`src/rtl/wave_voice_sched.sv`:
```
// Time-multiplexed tone-voice scheduler: walks every voice through one shared
// wave_lut read port per sample tick and accumulates a volume-scaled mix.
module wave_voice_sched #(
   parameter int NUM_VOICES = 4,
   parameter int PHASE_W    = 16,
   localparam int VA_W      = $clog2(NUM_VOICES)
) (
   input  logic              clk_in,
   input  logic              rst_n_in,
   input  logic              sample_tick_in,
   input  logic              cfg_we_in,
   input  logic [VA_W+1:0]   cfg_addr_in,
   input  logic [15:0]       cfg_data_in,
   input  logic              wmem_we_in,
   input  logic [4:0]        wmem_addr_in,
   input  logic [3:0]        wmem_data_in,
   output logic [4:0]        lut_addr_out,
   output logic [2:0]        wave_type_out,
   input  logic [15:0]       lut_data_in,
   output logic [4:0]        mem_write_addr_out,
   output logic [3:0]        mem_write_data_out,
   output logic              mem_write_en_out,
   output logic [8+VA_W-1:0] mix_out,
   output logic              mix_valid_out,
   output logic              busy_out,
   output logic              overrun_out
);

   typedef enum logic [1:0] {IDLE, SETUP, CAPT, DONE} state_t;

   state_t              state, state_next;
   logic [PHASE_W-1:0]  freq  [NUM_VOICES];
   logic [2:0]          wtype [NUM_VOICES];
   logic [3:0]          vol   [NUM_VOICES];
   logic [PHASE_W-1:0]  phase [NUM_VOICES];
   logic [VA_W-1:0]     v, v_inc;
   logic                last_voice;
   logic [VA_W-1:0]     cfg_voice;
   logic [1:0]          cfg_field;
   logic [3:0]          sample;
   logic [7:0]          prod;
   logic [8+VA_W-1:0]   acc;
   logic                unused_bits;

   assign cfg_voice  = cfg_addr_in[VA_W+1:2];
   assign cfg_field  = cfg_addr_in[1:0];
   assign v_inc      = v + 1'b1;
   assign last_voice = (v == VA_W'(NUM_VOICES - 1));
   assign sample     = wtype[v][2] ? lut_data_in[15:12] : {4{lut_data_in[0]}};
   assign prod       = {4'b0, sample} * {4'b0, vol[v]};
   assign unused_bits = ^{lut_data_in[11:1], cfg_data_in};

   assign mem_write_addr_out = wmem_addr_in;
   assign mem_write_data_out = wmem_data_in;
   assign mem_write_en_out   = wmem_we_in;

   always_ff @(posedge clk_in or negedge rst_n_in) begin
      if (!rst_n_in) state <= IDLE;
      else           state <= state_next;
   end

   always_comb begin
      state_next = state;
      case (state)
         IDLE:    if (sample_tick_in) state_next = SETUP;
         SETUP:   state_next = CAPT;
         CAPT:    state_next = last_voice ? DONE : SETUP;
         DONE:    state_next = IDLE;
         default: state_next = IDLE;
      endcase
   end

   always_ff @(posedge clk_in or negedge rst_n_in) begin
      if (!rst_n_in) begin
         for (int unsigned i = 0; i < NUM_VOICES; i++) begin
            freq[i]  <= '0;
            wtype[i] <= '0;
            vol[i]   <= '0;
         end
      end else if (cfg_we_in) begin
         for (int unsigned i = 0; i < NUM_VOICES; i++) begin
            if (cfg_voice == VA_W'(i)) begin
               case (cfg_field)
                  2'd0:    freq[i]  <= cfg_data_in[PHASE_W-1:0];
                  2'd1:    wtype[i] <= cfg_data_in[2:0];
                  2'd2:    vol[i]   <= cfg_data_in[3:0];
                  default: ;
               endcase
            end
         end
      end
   end

   // A phase-clear write overrides the advance of the voice being captured.
   always_ff @(posedge clk_in or negedge rst_n_in) begin
      if (!rst_n_in) begin
         for (int unsigned i = 0; i < NUM_VOICES; i++) phase[i] <= '0;
      end else begin
         for (int unsigned i = 0; i < NUM_VOICES; i++) begin
            if (cfg_we_in && cfg_voice == VA_W'(i) && cfg_field == 2'd3)
               phase[i] <= '0;
            else if (state == CAPT && v == VA_W'(i))
               phase[i] <= phase[i] + freq[i];
         end
      end
   end

   always_ff @(posedge clk_in or negedge rst_n_in) begin
      if (!rst_n_in) begin
         v             <= '0;
         acc           <= '0;
         lut_addr_out  <= '0;
         wave_type_out <= '0;
         mix_out       <= '0;
         mix_valid_out <= 1'b0;
         busy_out      <= 1'b0;
         overrun_out   <= 1'b0;
      end else begin
         mix_valid_out <= 1'b0;
         busy_out      <= (state_next != IDLE);
         if (sample_tick_in && state != IDLE) overrun_out <= 1'b1;
         case (state)
            IDLE: begin
               if (sample_tick_in) begin
                  acc           <= '0;
                  v             <= '0;
                  lut_addr_out  <= phase[0][PHASE_W-1 -: 5];
                  wave_type_out <= wtype[0];
               end
            end
            CAPT: begin
               acc <= acc + (8 + VA_W)'(prod);
               if (last_voice) begin
                  lut_addr_out  <= '0;
                  wave_type_out <= '0;
               end else begin
                  v             <= v_inc;
                  lut_addr_out  <= phase[v_inc][PHASE_W-1 -: 5];
                  wave_type_out <= wtype[v_inc];
               end
            end
            DONE: begin
               mix_out       <= acc;
               mix_valid_out <= 1'b1;
            end
            default: ;
         endcase
      end
   end

endmodule

```
`config.mk`:
```
export PLATFORM = sky130hd
export DESIGN_NAME = wave_voice_sched
export DESIGN_NICKNAME = d
export VERILOG_FILES = /design/src/rtl/wave_voice_sched.sv
export SDC_FILE = /design/constraint.sdc
export NUM_CORES = 1
export LEC_CHECK = 0
export CORE_MARGIN = 2
export CORE_UTILIZATION = 45
export CTS_BUF_LIST = sky130_fd_sc_hd__clkbuf_16
export CTS_CLUSTER_DIAMETER = 120
export DETAILED_ROUTE_END_ITERATION = 8
export GPL_TIMING_DRIVEN = 0
export PLACE_DENSITY_LB_ADDON = 0.25
export SLEW_MARGIN = 20
export SYNTH_ARGS = -nofsm -noshare
export SYNTH_HDL_FRONTEND = slang
export SYNTH_SLANG_ARGS = --single-unit
```
`constraint.sdc`:
```
create_clock -name clk_in -period 7.2 [get_ports clk_in]
set_input_delay 1.08 -clock clk_in [delete_from_list [all_inputs] [get_ports clk_in]]
set_output_delay 1.08 -clock clk_in [all_outputs]
set_load 0.005 [all_outputs]
```
## Word level (Yosys, flattened, before mapping)

Index checks and enable logic that the tools add are counted.

- Output and inout bits: 31
- Input bits: 50
- Register bits after elaboration: 191
- Logic and storage cells: 124

- Muxes and demuxes: 36
- Reduce and logical (&&, ||, !) cells: 38
- Multipliers: 1
- Eq/ne operators: 14
- Bitwise operators: 2
- $add $sub $neg: 6
- Order comparisons: 2

Operators by type and width:

| kind | count |
|---|---|
| $mux 16 | 10 |
| $add 16x16->16 | 4 |
| $reduce_and 3->1 | 13 |
| $bmux 16 s2 | 1 |
| $pmux 10 s2 | 1 |
| $mux 3 | 6 |
| $eq 2x2->1 const B | 8 |
| $reduce_bool 2->1 | 7 |
| $logic_and 1x1->1 | 13 |
| $bmux 3 s2 | 2 |
| $mux 4 | 3 |
| $add 10x8->10 | 1 |
| $mux 10 | 1 |
| $mux 5 | 2 |
| $pmux 5 s2 | 1 |
| $bmux 4 s2 | 1 |
| $eq 2x1->1 const B | 4 |
| $logic_not 2->1 | 4 |
| $mul 4x4->8 | 1 |
| $mux 2 | 4 |
| $pmux 2 s4 | 1 |
| $ge 3x3->1 const B | 2 |
| $not 2->3 | 2 |
| $pmux 3 s2 | 1 |
| other kinds (5) | 6 |

## Longest topological paths before layout

- Depth in word-level cells: 8
- Mapped depth: 19
- Gate-level depth less buffers: 18

## Worst setup path after synthesis

Ideal clock, no wire load.

- Path type: register to register
- From: register v[0]
- To: register acc[9]
- Required time: 7.074 ns
- Path buffers: 1
- Period minus slack after synthesis: 4.962 ns
- Cell stages (with the launch flop): 19
- Arrival: 4.835 ns
- Path slack: 2.238 ns
- Setup time: 0.126 ns
- Cell sequence: dfrtp_1 > clkbuf_1 > mux4_2 > nor2b_1 > a21oi_1 > nand2b_1 > fa_1 > fa_1 > fa_1 > inv_1 > ha_1 > a21o_1 > a21oi_1 > o21bai_1 > a21oi_1 > o21bai_1 > a21oi_1 > nor3_1 > a311o_1

- Word-level cells in the longest chain between the ends: 8
- Elaborated cells between the ends (all ways): 11
- Classes of those cells: add/sub (1); mul (1); mux (8); bitwise (1)

RTL lines:

| what | line | source |
|---|---|---|
| start: declaration | 36 | `logic [VA_W-1:0] v, v_inc;` |
| start signal: assignment | 137 | `v <= v_inc;` |
| $not 2->3 (not written as such) (*) | 49, 50 |  |
| $bmux 3 s2 | 49 | `assign sample = wtype[v][2] ? lut_data_in[15:12] : {4{lut_data_in[0]}};` |
| $mux 3 (not written as such) (2 in a row) | 49 |  |
| $mux 4 | 49 |  |
| $mul 4x4->8 (*) | 50 | `assign prod = {4'b0, sample} * {4'b0, vol[v]};` |
| $add 10x8->10 (*) | 132 | `acc <= acc + (8 + VA_W)'(prod);` |
| $pmux 10 s2 (*) | 122 | `case (state)` |
| end signal: assignment | 132 |  |
| end: declaration | 42 | `logic [8+VA_W-1:0] acc;` |

Every way passes the cells marked *; elsewhere a longest branch is shown, timed or not. The select of a mux whose other input is x is not followed.
A chain may end at the register's enable or synchronous reset.

## Worst setup path in the final report

Same ends and word-level chain as after synthesis.

==> run_results.csv <==
group,metric,value,unit
run_status,status,"finished clean",
sta,finalClockSkew,8.16,ps
clock_tree,clock_latency,440,ps
logic_synthesis,ys.warnings.count,0,
route,vias_per_cell,5.50,
critical_path,cpMaxStageDelayCell,"mux4_2",
logic_synthesis,synth_nets,1226,
power_and_ir_drop,cellLeakagePower,0.00585,uW
global_route,first_global_vias,8057,
global_route,grt_util_all_layers,0.208,
critical_path,critPathKind,"flip-flop to flip-flop",
sta,fmax,184,MHz
final_layout,fin_util,0.527,
route,wire_per_inst,17.5,microns
logic_synthesis,ys.flop_type,"dfrtp_1",
final_layout,layout-drive-gt1-share,0.149,
route,top_layer,"met4",
final_layout,syn_to_final_growth,14.5,%
placed_design,place_area,12300,sq um
sta,setup_viol,0,
logic_synthesis,synth.distinct_cells,70,
power_and_ir_drop,switching_power,2000,uW
route,antenna_left,0,
die,row_count,57,
route,wirelength,26.2,mm
power_and_ir_drop,p_seq_frac,0.321,
die,fp.dieW,162,microns
power_and_ir_drop,power_frac_clock,0.189,
sta,rsz0062_at_grt,"false",
route,met2_length,12.6,mm
final_layout,instances_no_fill,1496,
final_layout,diodes,0,
clock_tree,post_cts_buffers,0,
global_route,overflow,0,
placed_design,gp_congestion,0.878,
critical_path,rrSetupSlack,1770,ps
sta,drv_slew,0,
critical_path,end_kind,"flip-flop",
route,drc_errors,0,
route,wl_met3,843,microns
clock_tree,cts_made_buffers,17,
sta,period_minus_slack,5430,ps
sta,setup_tns,0,ps
logic_synthesis,synth-edff-count,0,
die,start_util,0.460,
route,drtIter0Drc,485,
route,vias,8235,
logic_synthesis,async_reset_ff_frac,1.00,
sta,holdWs,463,ps
placed_design,dpl.hpwl,19.4,mm
clock_tree,cts-htree-levels,4,
sta,maxSlewHeadroom,0.389,
die,dieHeight,162,microns
logic_synthesis,netlist_instances,1081,
die,die-area,26300,sq um
die,io_pins,81,
route,wl_met1,12.3,mm
clock_tree,hold_buffers,0,
final_layout,finalInstanceArea,12900,sq um
placed_design,place_inst,1464,
critical_path,cp.arrival,5750,ps
final_layout,num-nets-final,1304,
critical_path,crit_buf_inv,2,
clock_tree,cts.sinks,191,
critical_path,cp_max_fo,7,
global_route,antenna_found_initial,4,
power_and_ir_drop,vdd_drop_max,0.000176,V
power_and_ir_drop,netSwitchingFraction,0.388,
die,core,24500,sq um
clock_tree,cts_resized,0,
logic_synthesis,netlist_area,11300,sq um
placed_design,portBuffers,57,
power_and_ir_drop,p_int,3160,uW
global_route,grt_pass1_wl,42.7,mm
critical_path,max_stage_delay,640,ps
clock_tree,cts_root_buf,"clkbuf_16",
sta,hold_violations,0,
sta,period_share,0.754,
critical_path,crit_path_start_kind,"flip-flop",
flow_run,cap_violations,0,
critical_path,crit_required,7520,ps
power_and_ir_drop,p_per_area,401,nW/um^2
final_layout,nFillCells,2167,
critical_path,crit_top_cell,"a21oi_1",
critical_path,crit_family,"adder cells",
power_and_ir_drop,comb_power_share,0.490,
clock_tree,cts_tree,"built",
clock_tree,clk_path_buf_depth,2,
global_route,grt_max_degree,81,
worst_hold_path,hold_class,"flip-flop to flip-flop",
sta,tightestPinTransition,909,ps
critical_path,worstPathCellList,"clkbuf_1 > mux4_2 > nor2b_1 > a21oi_1 > nand2b_1 > fa_1 > fa_1 > fa_1 > inv_1 > ha_1 > a21o_1 > a21oi_1 > o21bai_1 > a21oi_1 > o21bai_1 > a21oi_1 > nor3_1 > a311o_1",
logic_synthesis,syn_area_per_cell,10.4,sq um
route,drt_first_pass_iters,5,
clock_tree,clk_pin_slew,70,ps
logic_synthesis,synth-seq-cells,191,
logic_synthesis,ys_seq_area_frac,0.424,
cell usage after synthesis, types with 9 or more instances:
master    number  share of area
dfrtp_1      191           0.42
nand2_1      123          0.041
mux2_2        97          0.097
a21oi_1       87          0.039
ha_1          82          0.091
nor2_1        55          0.018
inv_1         51          0.017
o21ai_0       42          0.019
clkbuf_1      31          0.010
xnor2_1       31          0.024
nor3_1        27          0.012
nor2b_1       23          0.013
a21o_1        20          0.013
nand3_1       15         0.0067
fa_1          13          0.023
mux4_2        13          0.026
buf_4         12         0.0080
nand2b_1      11         0.0061
a22oi_1       10         0.0067
xor2_1        10         0.0078
a211oi_1       9         0.0060
and2_1         9         0.0050
cell type report:
type                    count  area [sq um]  share of cell area
multi-input cells         791          6060               0.470
flip-flops and latches    191          4780               0.371
repair buffers             59           631              0.0489
clock buffers              17           425              0.0330
well taps                 324           405              0.0314
plain buffers              47           231              0.0180
inverters                  52           195              0.0151
clock inverters            15           169              0.0131
layer usage:
metal  GRT usage  up-vias
met4      0.0607        0
li1            -     3995
met1       0.290     4075
met3      0.0268       30
met5           0        -
met2       0.342      135
metrics by stage:
stage / total power (uW) / setup slack, ps
after floorplan: 3570 / 2240
after global placement: 4140 / -3160
after detailed placement: 4200 / 1690
after CTS: 5190 / 1710
after global routing: 5610 / 1370
final: 5170 / 1770
final timing paths:
path                                          from                 endpoint  cells after the start
max                               v[0]$_DFFE_PN0P_       acc[9]$_DFFE_PN0P_                     18
min                        overrun_out$_DFFE_PN0P_  overrun_out$_DFFE_PN0P_                      1
max reg2reg                       v[0]$_DFFE_PN0P_       acc[9]$_DFFE_PN0P_                     18
min reg2reg                overrun_out$_DFFE_PN0P_  overrun_out$_DFFE_PN0P_                      1
max in group asynchronous                 rst_n_in     wtype[2]$_DFFE_PN0P_                      3
min in group asynchronous                 rst_n_in    phase[38]$_DFFE_PN0P_                      1
cells in the final DEF (no fill, tap or decap), types with 23 or more instances in the layout:
master | synthesis | final
mux2_2 | 97 | 97
nor2b_1 | 23 | 23
dfrtp_1 | 191 | 191
xnor2_1 | 31 | 31
nor3_1 | 27 | 27
ha_1 | 82 | 82
o21ai_0 | 42 | 42
inv_1 | 51 | 52
clkdlybuf4s50_1 | 0 | 56
a21oi_1 | 87 | 87
nand2_1 | 123 | 123
nor2_1 | 55 | 55
clkbuf_1 | 31 | 31
power groups by stage:
stage	Sequential (uW)	Combinational (uW)	Clock (uW)
final	1660	2530	974
after global routing	1710	2870	1030
after CTS	1660	2540	992
after detailed placement	1680	2530	0
after global placement	1670	2470	0
after floorplan	1600	1970	0
flip-flops by register name, indices dropped and copies added (netlist names), 2 cells and up:
register / flops
freq: 64
phase: 64
vol: 16
wtype: 12
acc: 10
mix_out: 10
lut_addr_out: 5
wave_type_out: 3
state: 2
v: 2
kinds of logic (layout without fill, tap and decap cells):
family	Yosys count	in the layout	synth area share
AO/OA/AOI/OAI	231	231	0.132
XOR/XNOR	41	41	0.0319
adder cells (fa/ha/maj)	95	95	0.114
buffers and inverters	99	190	0.0379
flip-flops	191	191	0.424
multiplexers	112	112	0.125
AND/OR/NAND/NOR	312	312	0.135
(Power assumes the default switching activity.)
